--- src/rtl/ascon_aead_arbiter.sv ---
// ascon_aead_arbiter
//
// Two-requester round-robin arbiter and sequencer in front of one shared
// Ascon AEAD encryption core. On a grant, the winner's key, nonce, associated
// data and plaintext are latched and driven to the core. The arbiter then
// pulses core_start and waits for the core to complete. It captures the
// ciphertext and tag and pulses the owner's done flag for one cycle.
//
// Optional feature: define ASCON_ARB_TIMEOUT_EN to build a WAIT-state
// watchdog. When it expires, the operation finishes with err=1 and zeroed
// results. Without the macro, WAIT waits indefinitely and err is tied to 0.
//
// Ports
//   clk, rst                    clock, synchronous active-high reset
//   reqN_valid                  request from requester N (held until done)
//   reqN_key/nonce/ad/pt        requester N operands, sampled on grant
//   reqN_done                   one-cycle completion pulse to requester N
//   core_key/nonce/ad/pt        latched operands to the core
//   core_start                  one-cycle start pulse to the core
//   core_ready                  core completion level
//   core_cipher, core_tag       core results
//   res_cipher, res_tag         results of the last completed operation
//   res_owner                   requester index of the last result
//   busy                        high whenever the sequencer is not idle
//   err                         one-cycle watchdog expiry pulse
module ascon_aead_arbiter #(
   parameter int K              = 128,
   parameter int L              = 40,
   parameter int Y              = 40,
   parameter int TIMEOUT_CYCLES = 4096
) (
   input  logic           clk,
   input  logic           rst,
   input  logic           req0_valid,
   input  logic [K-1:0]   req0_key,
   input  logic [127:0]   req0_nonce,
   input  logic [L-1:0]   req0_ad,
   input  logic [Y-1:0]   req0_pt,
   output logic           req0_done,
   input  logic           req1_valid,
   input  logic [K-1:0]   req1_key,
   input  logic [127:0]   req1_nonce,
   input  logic [L-1:0]   req1_ad,
   input  logic [Y-1:0]   req1_pt,
   output logic           req1_done,
   output logic [K-1:0]   core_key,
   output logic [127:0]   core_nonce,
   output logic [L-1:0]   core_ad,
   output logic [Y-1:0]   core_pt,
   output logic           core_start,
   input  logic           core_ready,
   input  logic [Y-1:0]   core_cipher,
   input  logic [127:0]   core_tag,
   output logic [Y-1:0]   res_cipher,
   output logic [127:0]   res_tag,
   output logic           res_owner,
   output logic           busy,
   output logic           err
);

   typedef enum logic [1:0] {ST_IDLE, ST_START, ST_WAIT, ST_DONE} state_t;

   state_t state;
   logic   owner;
   logic   last_grant;
   logic   seen_busy;
   logic   grant_any;
   logic   grant_sel;
   logic   complete;

   // Round-robin pick: on a tie, the requester that was not served last wins.
   always_comb begin
      grant_any = req0_valid | req1_valid;
      grant_sel = 1'b0;
      if (req0_valid && req1_valid)
         grant_sel = ~last_grant;
      else if (req1_valid)
         grant_sel = 1'b1;
   end

   // Completion needs ready to have dropped during this operation first.
   // A ready level left over from the previous operation is ignored.
   assign complete = seen_busy & core_ready;

`ifdef ASCON_ARB_TIMEOUT_EN
   logic [15:0] wd_cnt;
   logic        expired;
   assign expired = (wd_cnt == 16'(TIMEOUT_CYCLES - 1));
`else
   // The watchdog limit has no effect in this build.
   logic unused_timeout;
   assign unused_timeout = (TIMEOUT_CYCLES != 0);
   assign err = 1'b0;
`endif

   always_ff @(posedge clk) begin
      if (rst) begin
         state      <= ST_IDLE;
         owner      <= 1'b0;
         last_grant <= 1'b1;
         seen_busy  <= 1'b0;
         core_key   <= '0;
         core_nonce <= '0;
         core_ad    <= '0;
         core_pt    <= '0;
         core_start <= 1'b0;
         req0_done  <= 1'b0;
         req1_done  <= 1'b0;
         res_cipher <= '0;
         res_tag    <= '0;
         res_owner  <= 1'b0;
`ifdef ASCON_ARB_TIMEOUT_EN
         err        <= 1'b0;
         wd_cnt     <= '0;
`endif
      end else begin
         // Pulse outputs default low; each is raised for exactly one state.
         core_start <= 1'b0;
         req0_done  <= 1'b0;
         req1_done  <= 1'b0;
`ifdef ASCON_ARB_TIMEOUT_EN
         err        <= 1'b0;
`endif
         case (state)
            ST_IDLE: begin
               if (grant_any) begin
                  owner      <= grant_sel;
                  last_grant <= grant_sel;
                  core_key   <= grant_sel ? req1_key   : req0_key;
                  core_nonce <= grant_sel ? req1_nonce : req0_nonce;
                  core_ad    <= grant_sel ? req1_ad    : req0_ad;
                  core_pt    <= grant_sel ? req1_pt    : req0_pt;
                  core_start <= 1'b1;
                  state      <= ST_START;
               end
            end
            ST_START: begin
               seen_busy <= 1'b0;
`ifdef ASCON_ARB_TIMEOUT_EN
               wd_cnt    <= '0;
`endif
               state     <= ST_WAIT;
            end
            ST_WAIT: begin
               if (!core_ready)
                  seen_busy <= 1'b1;
               if (complete) begin
                  res_cipher <= core_cipher;
                  res_tag    <= core_tag;
                  res_owner  <= owner;
                  req0_done  <= ~owner;
                  req1_done  <= owner;
                  state      <= ST_DONE;
               end
`ifdef ASCON_ARB_TIMEOUT_EN
               // Completion takes priority over expiry in the same cycle.
               else if (expired) begin
                  res_cipher <= '0;
                  res_tag    <= '0;
                  res_owner  <= owner;
                  req0_done  <= ~owner;
                  req1_done  <= owner;
                  err        <= 1'b1;
                  state      <= ST_DONE;
               end else begin
                  wd_cnt <= wd_cnt + 16'd1;
               end
`endif
            end
            ST_DONE: begin
               state <= ST_IDLE;
            end
            default: begin
               state <= ST_IDLE;
            end
         endcase
      end
   end

   assign busy = (state != ST_IDLE);

endmodule

--- config.mk ---
export PLATFORM = sky130hd
export DESIGN_NAME = ascon_aead_arbiter
export DESIGN_NICKNAME = d
export VERILOG_FILES = /design/src/rtl/ascon_aead_arbiter.sv
export SDC_FILE = /design/constraint.sdc
export NUM_CORES = 1
export LEC_CHECK = 0
export ABC_AREA = 0
export ABC_CLOCK_PERIOD_IN_PS = 1700
export CAP_MARGIN = 20
export CORE_AREA = 2 2 533 535
export DETAILED_ROUTE_END_ITERATION = 7
export DIE_AREA = 0 0 535 537
export PLACE_DENSITY_LB_ADDON = 0.1
export SKIP_CTS_REPAIR_TIMING = 1
export SLEW_MARGIN = 20
export SYNTH_ARGS = -nofsm -noshare
export SYNTH_HDL_FRONTEND = slang
export SYNTH_SLANG_ARGS = --single-unit
--- constraint.sdc ---
create_clock -name clk -period 1.7 [get_ports clk]
set_input_delay 0.425 -clock clk [delete_from_list [all_inputs] [get_ports clk]]
set_output_delay 0.425 -clock clk [all_outputs]
set_load 0.1 [all_outputs]
==> qor.txt <==
status -> finished with violations
failing checks -> negative setup slack
Synth top area share -> 0.4863
post-synthesis sequential area ratio -> 0.4863
Synth Register Bits -> 513
die width -> 535 um
clk buf depth -> 4
P&R area growth vs syn -> 141.0%
syn avg cell area -> 7.990 um^2
WL/cell -> 24.52 um
Multi-input gate area -> 10200 um^2
skew final -> 0.02048 ns
Remaining DRCs -> 0
H-tree depth -> 3
CP required -> 1.27 ns
CP Cell Sequence -> inv_2 -> ha_4 -> buf_6 -> clkinvlp_4 -> buf_12
Worst R2R Path Depth -> 11
Routed Antenna Nets -> 0
Crit. Startpoint -> state[1]$_SDFFE_PP0P_
cell area after synthesis -> 21120 um^2
Period Utilization, post-route -> 1.233
crit path DAT -> 1.67 ns
I/O pins -> 1355
DP Cell Count -> 7704
syn nets -> 3492
Post-synth EDFFs -> 0
Routability Congestion -> 0.7739
Worst Hold Path Cells -> 3
max-slew violations -> 0
RSZ-0062 raised after global routing -> yes
Tmin final -> 2.096 ns
gr usage total -> 0.1209
async set-reset flop share out of synthesis -> 0
Die Footprint -> 287300 um^2
synth unique cells -> 30
initial antenna violation count -> 74
CP max-delay cell -> dfxtp_2
first-pass GRT wire length -> 239200 um
pwr dens -> 1824 nW/um^2
Rows -> 195
WP buf/inv -> 4
Leak -> 18.55 nW
core area -> 281300 um^2
maximum vdd ir drop -> 0.0008988 V
First-pass DRT Iterations -> 5
Synth area leaders -> dfxtp_1 49%, a21oi_1 12%, nand2_1 12%
vias per inst -> 3.197
HP Class -> in -> reg
Reg area -> 10460 um^2
vias in the first global route -> 26000
hold path start -> core_tag[104]
# setup viols final -> 818
Clk Latency, worst-skew pair -> 0.78 ns
Vias -> 25430
final cell count without fillers -> 7955
Post-Route WL -> 195100 um
Most used DFF post-synth -> dfxtp_1
Remaining Overflow, GRT -> 0
Gate Count Post-Synth -> 2643
initial core utilization -> 0.07507
# clock sinks -> 513
worst setup margin -> -0.3958 ns
Crit path max-delay family -> buffers and inverters
Max Cap Viol -> 0
Reg2Reg Setup Slack -> -0.20 ns
most common cell in the netlist -> nand2_1
worst r2r src -> state[0]$_SDFFE_PP0P_
Worst Setup Start Kind -> flop
CP max stage delay -> 0.32 ns
Crit Path Class -> reg -> out
Placement Setup Slack -> -0.7143 ns
I/O Buffers -> 1353
CP Capture Type -> output port
die height -> 537 um
CTS buffer count -> 85
Reg clk slew, reported paths -> 0.05 ns
area leader, netlist -> dfxtp_1
largest net degree at the start of global routing -> 43
Sum Neg Setup Slack -> -51.96 ns
CP max FO -> 4
share of layout cells above drive strength 1 -> 0.2890
Iteration-0 DRC Markers -> 927
Layout Nets -> 4989
Fmax achieved -> 477.1 MHz
CTS Root Cell -> clkbuf_16
r2r endpoint -> core_nonce[94]$_SDFFE_PP0P_
CTS tree -> done
Worst path depth -> 5
Hold Path Sink -> res_tag[104]$_SDFFE_PP0P_
total power -> 92.83 mW
DPL Wire Length -> 149600 um
Filler Cell Count -> 31170
Yosys warnings -> 0
Final Hold Fails -> 0
Synth top cells by count -> 675 x nand2_1, 513 x dfxtp_1, 508 x a21oi_1
## flip-flops by register name, summed over array words and instances, names as in the netlist
register,count
req0_done,1
req1_done,1
core_nonce,128
seen_busy,1
res_owner,1
res_cipher,40
state,2
core_pt,40
last_grant,1
core_start,1
core_key,128
core_ad,40
owner,1
res_tag,128
## how the worst max path moves through the flow
stage / end / slack (ns)
after floorplan: res_cipher[10]$_SDFFE_PP0P_ / 0.07
after global placement: core_pt[31]$_SDFFE_PP0P_ / -0.72
after detailed placement: core_pt[31]$_SDFFE_PP0P_ / -0.71
after CTS: busy / -0.77
after global routing: busy / -0.51
final: busy / -0.40
## worst register-to-register path: cells and delay by family (launching register included)
kind,cells,cell delay (ns)
and+or+nand+nor,1,0.11
DFF,1,0.33
buffers and inverters,7,0.99
adders and majority gates,1,0.17
AOI/OAI and AO/OA,2,0.19
## area by class of cell
type,instances,share of cell area
antenna,18,0.0008852
timing repair buffer,1654,0.4519
inverter,4,0.0003688
clock inverter,14,0.001746
clock buffer,127,0.04706
tap,3743,0.09203
multi-input combinational,1882,0.2005
sequential,513,0.2055
## placed cells by master, fill, tap and decap left out, types with 15 or more instances in the layout
| cell type | n |
|---|---|
| clkbuf_1 | 31 |
| dfxtp_1 | 462 |
| a21oi_2 | 57 |
| a21oi_1 | 443 |
| a211oi_1 | 193 |
| clkbuf_16 | 123 |
| diode_2 | 18 |
| clkdlybuf4s50_1 | 843 |
| buf_12 | 593 |
| dfxtp_4 | 49 |
| buf_6 | 18 |
| nand2_1 | 674 |
| buf_4 | 136 |
| nor2_1 | 320 |
| a211oi_2 | 143 |
| buf_8 | 15 |
| nor2_2 | 19 |
## cell families (layout without fill, tap and decap cells)
family / count (synthesis) / after routing / share of synthesized area
and+or+nand+nor: 1023 / 1023 / 0.1830
AOI/OAI and AO/OA: 853 / 853 / 0.2673
DFF: 513 / 513 / 0.4863
buffers and inverters: 248 / 1799 / 0.06043
adders and majority gates: 4 / 4 / 0.002370
other: 1 / 19 / 0.0001776
muxes: 1 / 1 / 0.0004740
## per-stage QoR
step                utilization  hold slack (ns)  instance area (um^2)
floorplan                     -           0.4406                 21120
global route             0.1808           0.1368                 50860
global placement         0.1623           0.4801                 45660
detailed placement       0.1623           0.4845                 45660
CTS                      0.1711          -0.1793                 48140
finish                   0.1809           0.2023                 50890
## where the power goes
group / leakage (nW) / switching, mW / internal [mW]
registers: 4.25 / 3.34 / 15.0
logic: 13.1 / 35.4 / 22.5
clock network: 1.21 / 6.95 / 9.64
total: 18.5 / 45.7 / 47.1
## layer usage
| metal | vias up | track usage | routed length, um |
|---|---|---|---|
| met5 | - | 0 | 273 |
| met4 | 44 | 0.02362 | 3297 |
| met3 | 205 | 0.05741 | 19190 |
| met2 | 1042 | 0.2019 | 94590 |
| met1 | 12080 | 0.1403 | 77740 |
| li1 | 12060 | - | - |
No activity file was read; power rests on OpenSTA's default activity.
